<file path="src/rtl/motor_ramp_driver_pkg.sv">
// motor_drv_pkg
// Shared constants for the motor ramp driver: default parameter values and
// the FSM state encodings used by motor_ramp_driver.
// No ports (package).
package motor_drv_pkg;

  // Default configuration: 15 ramp steps of 16 duty counts, 4 clocks per step.
  localparam int CNT_W_DEF       = 8;
  localparam int MAX_DUTY_DEF    = 240;
  localparam int DUTY_STEP_DEF   = 16;
  localparam int STEP_CYCLES_DEF = 4;

  // FSM state encodings, kept as plain constants for legacy tool compatibility.
  localparam logic [2:0] ST_IDLE      = 3'd0;
  localparam logic [2:0] ST_ARMED     = 3'd1;
  localparam logic [2:0] ST_RAMP_UP   = 3'd2;
  localparam logic [2:0] ST_RUN       = 3'd3;
  localparam logic [2:0] ST_RAMP_DOWN = 3'd4;
  localparam logic [2:0] ST_FAULT     = 3'd5;

endpackage

</file>
<file path="src/rtl/motor_ramp_driver_pwm_gen.sv">
// pwm_gen
// Free-running PWM counter with a registered compare. For a duty value D the
// output is high for exactly D cycles of every 2^CNT_W-cycle period.
// Ports:
//   clk    - system clock, rising edge
//   resetn - asynchronous active-low reset
//   duty   - duty value (CNT_W bits)
//   pwm    - registered PWM output
module pwm_gen #(
  parameter int CNT_W = 8
) (
  input  logic             clk,
  input  logic             resetn,
  input  logic [CNT_W-1:0] duty,
  output logic             pwm
);

  logic [CNT_W-1:0] cnt_q;
  logic             pwm_q;

  // Counter wraps naturally at 2^CNT_W; the compare is registered so the
  // power stage never sees combinational glitches.
  always_ff @(posedge clk or negedge resetn) begin
    if (!resetn) begin
      cnt_q <= '0;
      pwm_q <= 1'b0;
    end else begin
      cnt_q <= cnt_q + CNT_W'(1);
      pwm_q <= (cnt_q < duty);
    end
  end

  assign pwm = pwm_q;

endmodule

</file>
<file path="src/rtl/motor_ramp_driver.sv">
// motor_ramp_driver
// Turns the supervisor's arm pulse (f) and run request (g) into a soft-start /
// soft-stop PWM motor drive. The duty ramps in DUTY_STEP increments every
// STEP_CYCLES clocks and is then held at MAX_DUTY. A run request without a
// prior arm pulse locks the block into a sticky fault until reset.
// Ports:
//   clk      - system clock, rising edge
//   resetn   - asynchronous active-low reset
//   f        - arm pulse from supervisor FSM
//   g        - run request from supervisor FSM
//   pwm      - registered motor drive
//   duty     - current duty value
//   at_speed - high while running at full duty
//   armed    - high in every state except IDLE and FAULT
//   fault    - sticky protocol fault
module motor_ramp_driver
  import motor_drv_pkg::*;
#(
  parameter int CNT_W       = CNT_W_DEF,
  parameter int MAX_DUTY    = MAX_DUTY_DEF,
  parameter int DUTY_STEP   = DUTY_STEP_DEF,
  parameter int STEP_CYCLES = STEP_CYCLES_DEF
) (
  input  logic             clk,
  input  logic             resetn,
  input  logic             f,
  input  logic             g,
  output logic             pwm,
  output logic [CNT_W-1:0] duty,
  output logic             at_speed,
  output logic             armed,
  output logic             fault
);

  localparam int               TMR_W    = (STEP_CYCLES > 1) ? $clog2(STEP_CYCLES) : 1;
  localparam logic [TMR_W-1:0] TMR_LAST = TMR_W'(STEP_CYCLES - 1);
  localparam logic [CNT_W:0]   STEP_EXT = (CNT_W + 1)'(DUTY_STEP);
  localparam logic [CNT_W:0]   MAX_EXT  = (CNT_W + 1)'(MAX_DUTY);
  localparam logic [CNT_W-1:0] MAX_VAL  = CNT_W'(MAX_DUTY);

  logic [2:0]       state_q, state_d;
  logic [CNT_W-1:0] duty_q, duty_d;
  logic [TMR_W-1:0] tmr_q, tmr_d;

  logic             stepFire;
  logic [CNT_W:0]   sumExt, diffExt;
  logic [CNT_W-1:0] dutyUp, dutyDown;

  // Ramp arithmetic is done one bit wider than the duty so that overflow and
  // borrow are visible and can be saturated instead of wrapping.
  always_comb begin
    stepFire = (tmr_q == TMR_LAST);
    sumExt   = {1'b0, duty_q} + STEP_EXT;
    diffExt  = {1'b0, duty_q} - STEP_EXT;
    dutyUp   = (sumExt > MAX_EXT) ? MAX_VAL : sumExt[CNT_W-1:0];
    dutyDown = diffExt[CNT_W] ? '0 : diffExt[CNT_W-1:0];
  end

  // Next-state logic. Every transition into a ramp state clears the step
  // timer, so the first step always lands STEP_CYCLES edges after entry.
  // Dropping g in RAMP_UP wins over a simultaneous step and holds the duty.
  always_comb begin
    state_d = state_q;
    duty_d  = duty_q;
    tmr_d   = tmr_q;
    case (state_q)
      ST_IDLE: begin
        if (f) begin
          state_d = ST_ARMED;
        end else if (g) begin
          state_d = ST_FAULT;
          duty_d  = '0;
        end
      end
      ST_ARMED: begin
        if (g) begin
          state_d = ST_RAMP_UP;
          tmr_d   = '0;
        end
      end
      ST_RAMP_UP: begin
        if (!g) begin
          state_d = ST_RAMP_DOWN;
          tmr_d   = '0;
        end else if (stepFire) begin
          duty_d = dutyUp;
          tmr_d  = '0;
          if (dutyUp == MAX_VAL) state_d = ST_RUN;
        end else begin
          tmr_d = tmr_q + TMR_W'(1);
        end
      end
      ST_RUN: begin
        duty_d = MAX_VAL;
        if (!g) begin
          state_d = ST_RAMP_DOWN;
          tmr_d   = '0;
        end
      end
      ST_RAMP_DOWN: begin
        if (g) begin
          state_d = ST_RAMP_UP;
          tmr_d   = '0;
        end else if (stepFire) begin
          duty_d = dutyDown;
          tmr_d  = '0;
          if (dutyDown == '0) state_d = ST_ARMED;
        end else begin
          tmr_d = tmr_q + TMR_W'(1);
        end
      end
      ST_FAULT: begin
        duty_d = '0;
      end
      default: begin
        state_d = ST_IDLE;
        duty_d  = '0;
        tmr_d   = '0;
      end
    endcase
  end

  always_ff @(posedge clk or negedge resetn) begin
    if (!resetn) begin
      state_q <= ST_IDLE;
      duty_q  <= '0;
      tmr_q   <= '0;
    end else begin
      state_q <= state_d;
      duty_q  <= duty_d;
      tmr_q   <= tmr_d;
    end
  end

  // Status flags decode straight from the state register so they drop the
  // instant reset is asserted.
  assign at_speed = (state_q == ST_RUN);
  assign armed    = (state_q != ST_IDLE) && (state_q != ST_FAULT);
  assign fault    = (state_q == ST_FAULT);
  assign duty     = duty_q;

  pwm_gen #(
    .CNT_W(CNT_W)
  ) uPwmGen (
    .clk   (clk),
    .resetn(resetn),
    .duty  (duty_q),
    .pwm   (pwm)
  );

endmodule
</file>
<file path="config.mk">
export PLATFORM = sky130hd
export DESIGN_NAME = motor_ramp_driver
export DESIGN_NICKNAME = d
export VERILOG_FILES = /design/src/rtl/motor_ramp_driver_pkg.sv /design/src/rtl/motor_ramp_driver_pwm_gen.sv /design/src/rtl/motor_ramp_driver.sv
export SDC_FILE = /design/constraint.sdc
export NUM_CORES = 1
export LEC_CHECK = 0
export CAP_MARGIN = 20
export CELL_PAD_IN_SITES_DETAIL_PLACEMENT = 1
export CELL_PAD_IN_SITES_GLOBAL_PLACEMENT = 2
export CORE_MARGIN = 3
export CORE_UTILIZATION = 29
export DETAILED_ROUTE_END_ITERATION = 16
export GPL_TIMING_DRIVEN = 0
export HOLD_SLACK_MARGIN = 0.15
export MAX_ROUTING_LAYER = met4
export PLACE_DENSITY_LB_ADDON = 0.3
export RECOVER_POWER = 50
export SYNTH_ARGS = -nofsm -noshare
export SYNTH_HDL_FRONTEND = slang
export SYNTH_HIERARCHICAL = 1
export SYNTH_SLANG_ARGS = --single-unit
</file>
<file path="constraint.sdc">
create_clock -name clk -period 4.5 [get_ports clk]
set_clock_uncertainty 0.1 [all_clocks]
set_input_delay 0.675 -clock clk [delete_from_list [all_inputs] [get_ports clk]]
set_output_delay 0.675 -clock clk [all_outputs]
set_load 0.1 [all_outputs]
</file>
== Word level (Yosys, flattened, before mapping) ==
Cells that the tools add are included.
Cells by class
  multiplexer cells: 26
  add/sub/neg operators: 4
  bitwise operators: 3
  $lt $le $gt $ge: 2
  eq/ne operators: 21
  reductions and logical operators: 8
Operators by type and width (number)
  two-way mux 8 bit: 8
  case mux 8 bit (5 select lines): 1
  two-way mux 3 bit: 10
  inequality test 3 bit (second input constant): 6
  case mux 3 bit (6 select lines): 1
  inequality test 2 bit (second input constant): 8
  two-way mux 2 bit: 5
  case mux 2 bit (5 select lines): 1
  adder 8 x 5 -> 9 bit (second input constant): 1
  > comparator 9 x 8 -> 1 bit (second input constant): 1
  subtractor 8 x 5 -> 9 bit (second input constant): 1
  adder 8 x 1 -> 8 bit (second input constant): 1
  equality test 8 bit (second input constant): 1
  zero test 8 bit: 1
  < comparator 8 bit: 1
  AND reduction 8 bit: 1
  AND reduction 7 bit: 1
  equality test 3 x 2 -> 1 bit (second input constant): 2
  equality test 3 bit (second input constant): 2
  equality test 3 x 1 -> 1 bit (second input constant): 1
  zero test 3 bit: 1
  inverter 1 bit: 3
  AND reduction 3 bit: 1
  nonzero test 3 bit: 1
  other kinds (4): 4
Storage, ports and cells
  flip-flop bits (word level): 22
  word-level logic and storage cells: 69
  output and inout bits: 12
  bits of input ports: 4

== Logic depth before layout (Yosys ltp) ==
  depth in word-level cells: 8
  gate-level depth with buffers: 7
  mapped depth without buffers: 7

== Modules after synthesis ==
Netlist, hierarchy kept.
Modules (own cells, without submodules)
  motor_ramp_driver: cells an instance 131, area each 1112.3 um^2, instances 1, sequential area each 325.3 um^2
  pwm_gen: cells an instance 52, area each 519.2 um^2, instances 1, sequential area each 225.2 um^2

== Least setup slack after synthesis ==
No wires, ideal clock.
  kind: reg-to-reg
  start: register duty_q[4], in the netlist duty[4]
  end: register duty_q[6], in the netlist duty[6]
  clock period less this slack: 2783 ps
  setup time: 122 ps
  data arrival time: 2562 ps
  path buffers: 0
  required time: 4278 ps
  slack: 1717 ps
  cell stages (with the launch flop): 8
  path through: dfrtp_1 > inv_1 > ha_1 > nand2b_1 > a21oi_1 > maj3_2 > a211o_1 > a32o_1
Between the ends
  word-level cells in the longest chain between the ends: 6
  elaborated cells on any way between the ends: 10
  those cells by class: 2 x add/sub; 1 x order compare; 7 x mux
RTL lines
  start: declaration: line motor_ramp_driver.sv:42  | logic [CNT_W-1:0] duty_q, duty_d;
  start signal: assignment: line motor_ramp_driver.sv:130  | duty_q <= duty_d;
  adder 8 x 5 -> 9 bit: line motor_ramp_driver.sv:53  | sumExt = {1'b0, duty_q} + STEP_EXT;
  > comparator 9 x 8 -> 1 bit: line motor_ramp_driver.sv:55  | dutyUp = (sumExt > MAX_EXT) ? MAX_VAL : sumExt[CNT_W-1:0];
  two-way mux 8 bit: line motor_ramp_driver.sv:55
  two-way mux 8 bit: line motor_ramp_driver.sv:85  | end else if (stepFire) begin
  two-way mux 8 bit: line motor_ramp_driver.sv:82  | if (!g) begin
  case mux 8 bit (5 select lines) *: line motor_ramp_driver.sv:66  | case (state_q)
Mark *: on every way between the ends. The rest lies on a longest branch, timed or not. The select of a mux whose other input is x is not followed.
A chain may end at the register's enable or synchronous reset.

== Worst setup path in the final report ==
  start: register state_q[0]
  end: output at_speed
Between the ends
  word-level cells in the longest chain between the ends: 1
RTL lines
  start: declaration: line motor_ramp_driver.sv:41  | logic [2:0] state_q, state_d;
  start signal: assignment: line motor_ramp_driver.sv:129  | state_q <= state_d;
  equality test 3 x 2 -> 1 bit: line motor_ramp_driver.sv:137  | assign at_speed = (state_q == ST_RUN);
  end: declaration: line motor_ramp_driver.sv:30  | output logic at_speed,
Every way passes these cells.

==> results.cfg <==
[sta]
setup_tns_ns = 0
max_freq_mhz = 287
setup_violations = 0
fin_crit_sh_pct = 77.4
drv_slew = 0
tightestPinTransition_ns = 1.06
rsz0062_at_grt = false
relSlewSlack_pct = 29.3
hold_viol_final = 0
fin_crit_ns = 3.48
setup_ws_ns = 1.02

[cts]
htreeDepth = 1
insertion_delay_ns = 0.27
postCtsHoldBufs = 0
clock_sinks = 22
cts_tree = built
postCtsSetupRepairBufs = 0
cts.clk_slew.worst_paths_ns = 0.09
numCtsBuffers = 3
clock_path_buffers = 2
cts-root-buf = clkbuf_8
cts_resized = 0

[setup_path]
crit_path_start_kind = flip-flop
crit_path_end_kind = output pin
critPathArrivalTime_ns = 2.71
critPathMaxFanout = 10
worstSetupPathType = flip-flop to output pin
critPathRequiredTime_ns = 3.72
regToRegSetupSlack_ns = 1.92

[global_routing]
grt_overflow_total = 0
gr-usage-all-layers_pct = 14.1
grt_pass1_vias = 1480
antenna_found_initial = 0
grt_pass1_wl_mm = 7.06
grt_max_degree = 23

[detailed_routing]
detail_route.wl_per_cell_um = 15.3
vias = 1438
drt-vias-per-instance = 5.27
drc = 0
drtAntennaViolNets = 0
firstDrtPassIters = 4
totalWireLength_mm = 4.17
drtIter0Drc = 76

[power]
peakVddDrop_uv = 165
p_int_mw = 0.553
power_frac_seq_pct = 23.8
clkPwrFrac_pct = 12.9
power_density_nw_per_um2 = 598
p_switching_mw = 0.593
p_sw_share_pct = 51.8
leakagePower_nw = 0.821
combPwrFrac_pct = 63.3

[layout]
multi_input_area_um2 = 975
area_growth_pct = 17.6
seq_area_um2 = 551
nets = 220
nFillCells = 640
final_cell_mix = dfrtp_1 (22), nand2_1 (15), clkdlybuf4s50_1 (14)
layout-drive-gt1-share_pct = 9.36
diodes = 0
final_common_cell = dfrtp_1
fin_area_um2 = 1920

[synthesis]
async_flop_share_pct = 100
synth-edff-count = 0
synth_nets = 199
avgSynthCellArea_um2 = 8.92
netlist_area_um2 = 1630
yosysUniqueCellTypes = 53
seq_area_frac_synth_pct = 33.7
netlist_instances = 183
yosys_warnings = 6
synth_seq_cells = 22
ys.flop_type = dfrtp_1

[die]
dieArea_um2 = 6560
core_um2 = 5270
dieHeight_um = 81.0
fp.dieW_um = 81.0
io_pins = 16
start_util_pct = 31.0
rows = 26

[placed_design]
dp_hpwl_mm = 3.13
port_buffers = 15
dp_slack_ns = 1.32
dpl-instance-area_um2 = 1870
globalplace.congestion = 0.801

[job]
drv_cap = 0

[hold_path]
hold_path.class = flip-flop to flip-flop

[outcome]
status = complete, no violations
[logic make-up after synthesis]
family / synth area share (%)
adders and majority gates: 9.89
AOI/OAI and AO/OA: 19.8
DFF: 33.7
buffers and inverters: 5.90
xor gates and xnor gates: 3.76
muxes: 2.61
and+or+nand+nor: 24.3
[per-stage QoR]
step / cells / total power [mW] / hold slack, ns / utilization, %
after floorplan: 183 / 0.829 / 0.279 / -
after global placement: 268 / 0.988 / 0.362 / 35.5
after detailed placement: 268 / 1.00 / 0.376 / 35.5
after CTS: 272 / 1.16 / 0.388 / 36.5
after global routing: 273 / 1.23 / 0.419 / 36.4
final: 273 / 1.15 / 0.385 / 36.4
[layout make-up]
type	instances	area share, %
tap	70	4.57
buffer	10	2.87
multi-input combinational	140	50.8
sequential	22	28.7
timing repair buffer	16	8.02
clock buffer	4	2.87
inverter	11	2.15
[power groups by stage]
stage | registers [mW] | logic, mW | clock network (mW)
global placement | 0.277 | 0.711 | 0
CTS | 0.273 | 0.729 | 0.154
floorplan | 0.360 | 0.469 | 0
global route | 0.280 | 0.790 | 0.163
finish | 0.272 | 0.726 | 0.148
detailed placement | 0.277 | 0.726 | 0
[sequential cells by signal, indices dropped and copies added, names as in the netlist]
signal	cells
uPwmGen/pwm	1
uPwmGen/cnt_q	8
tmr_q	2
state_q	3
duty	8
[worst max-delay path: stages (launching register included)]
cell	delay [ns]
dfrtp_1	0.46
clkbuf_1	0.41
buf_4	0.27
and2_1	0.16
clkdlybuf4s50_1	1.13
[Yosys cell counts (all sizes together) (2+ instances only)]
master	n	area share, %
a32oi	4	2.1
inv	11	2.5
and2b	4	1.9
a22oi	2	0.92
o21ai	7	2.1
ha	12	9.2
nand3b	3	1.4
xor2	4	2.1
a311oi	2	1.1
dfrtp	22	34
buf	5	2.2
mux2	2	1.4
a21oi	13	4.0
or3b	3	1.6
nor2b	7	2.7
nor3	4	1.5
nor2	10	2.3
xnor2	3	1.6
nand2	16	3.8
nor3b	2	0.92
o311ai	2	1.5
nand2b	5	1.9
a21o	2	0.92
and2	2	0.77
o211ai	2	0.92
o22ai	3	1.2
a31oi	2	0.77
nand3	7	2.5
nor4	2	1.2
mux2i	2	1.2
clkbuf	5	1.2
[per-layer routing]
layer  up-vias  track usage [%]  share of wire (%)
met3         5             2.00                2.2
met5         -                -                  0
met2        23             22.8                 48
met1       708             18.4                 49
li1        702                -                  -
met4         0             4.05                1.0
[final timing paths]
kind,depth (start not counted),start,end
worst max-delay path,4,state_q[0],at_speed
worst min-delay path,1,uPwmGen/cnt_q[7],uPwmGen/cnt_q[7]
worst max register to register,7,duty[4],duty[0]
worst min register to register,1,uPwmGen/cnt_q[7],uPwmGen/cnt_q[7]
max in group asynchronous,2,resetn,state_q[1]
min in group asynchronous,1,resetn,duty[6]
(Power assumes the default switching activity.)
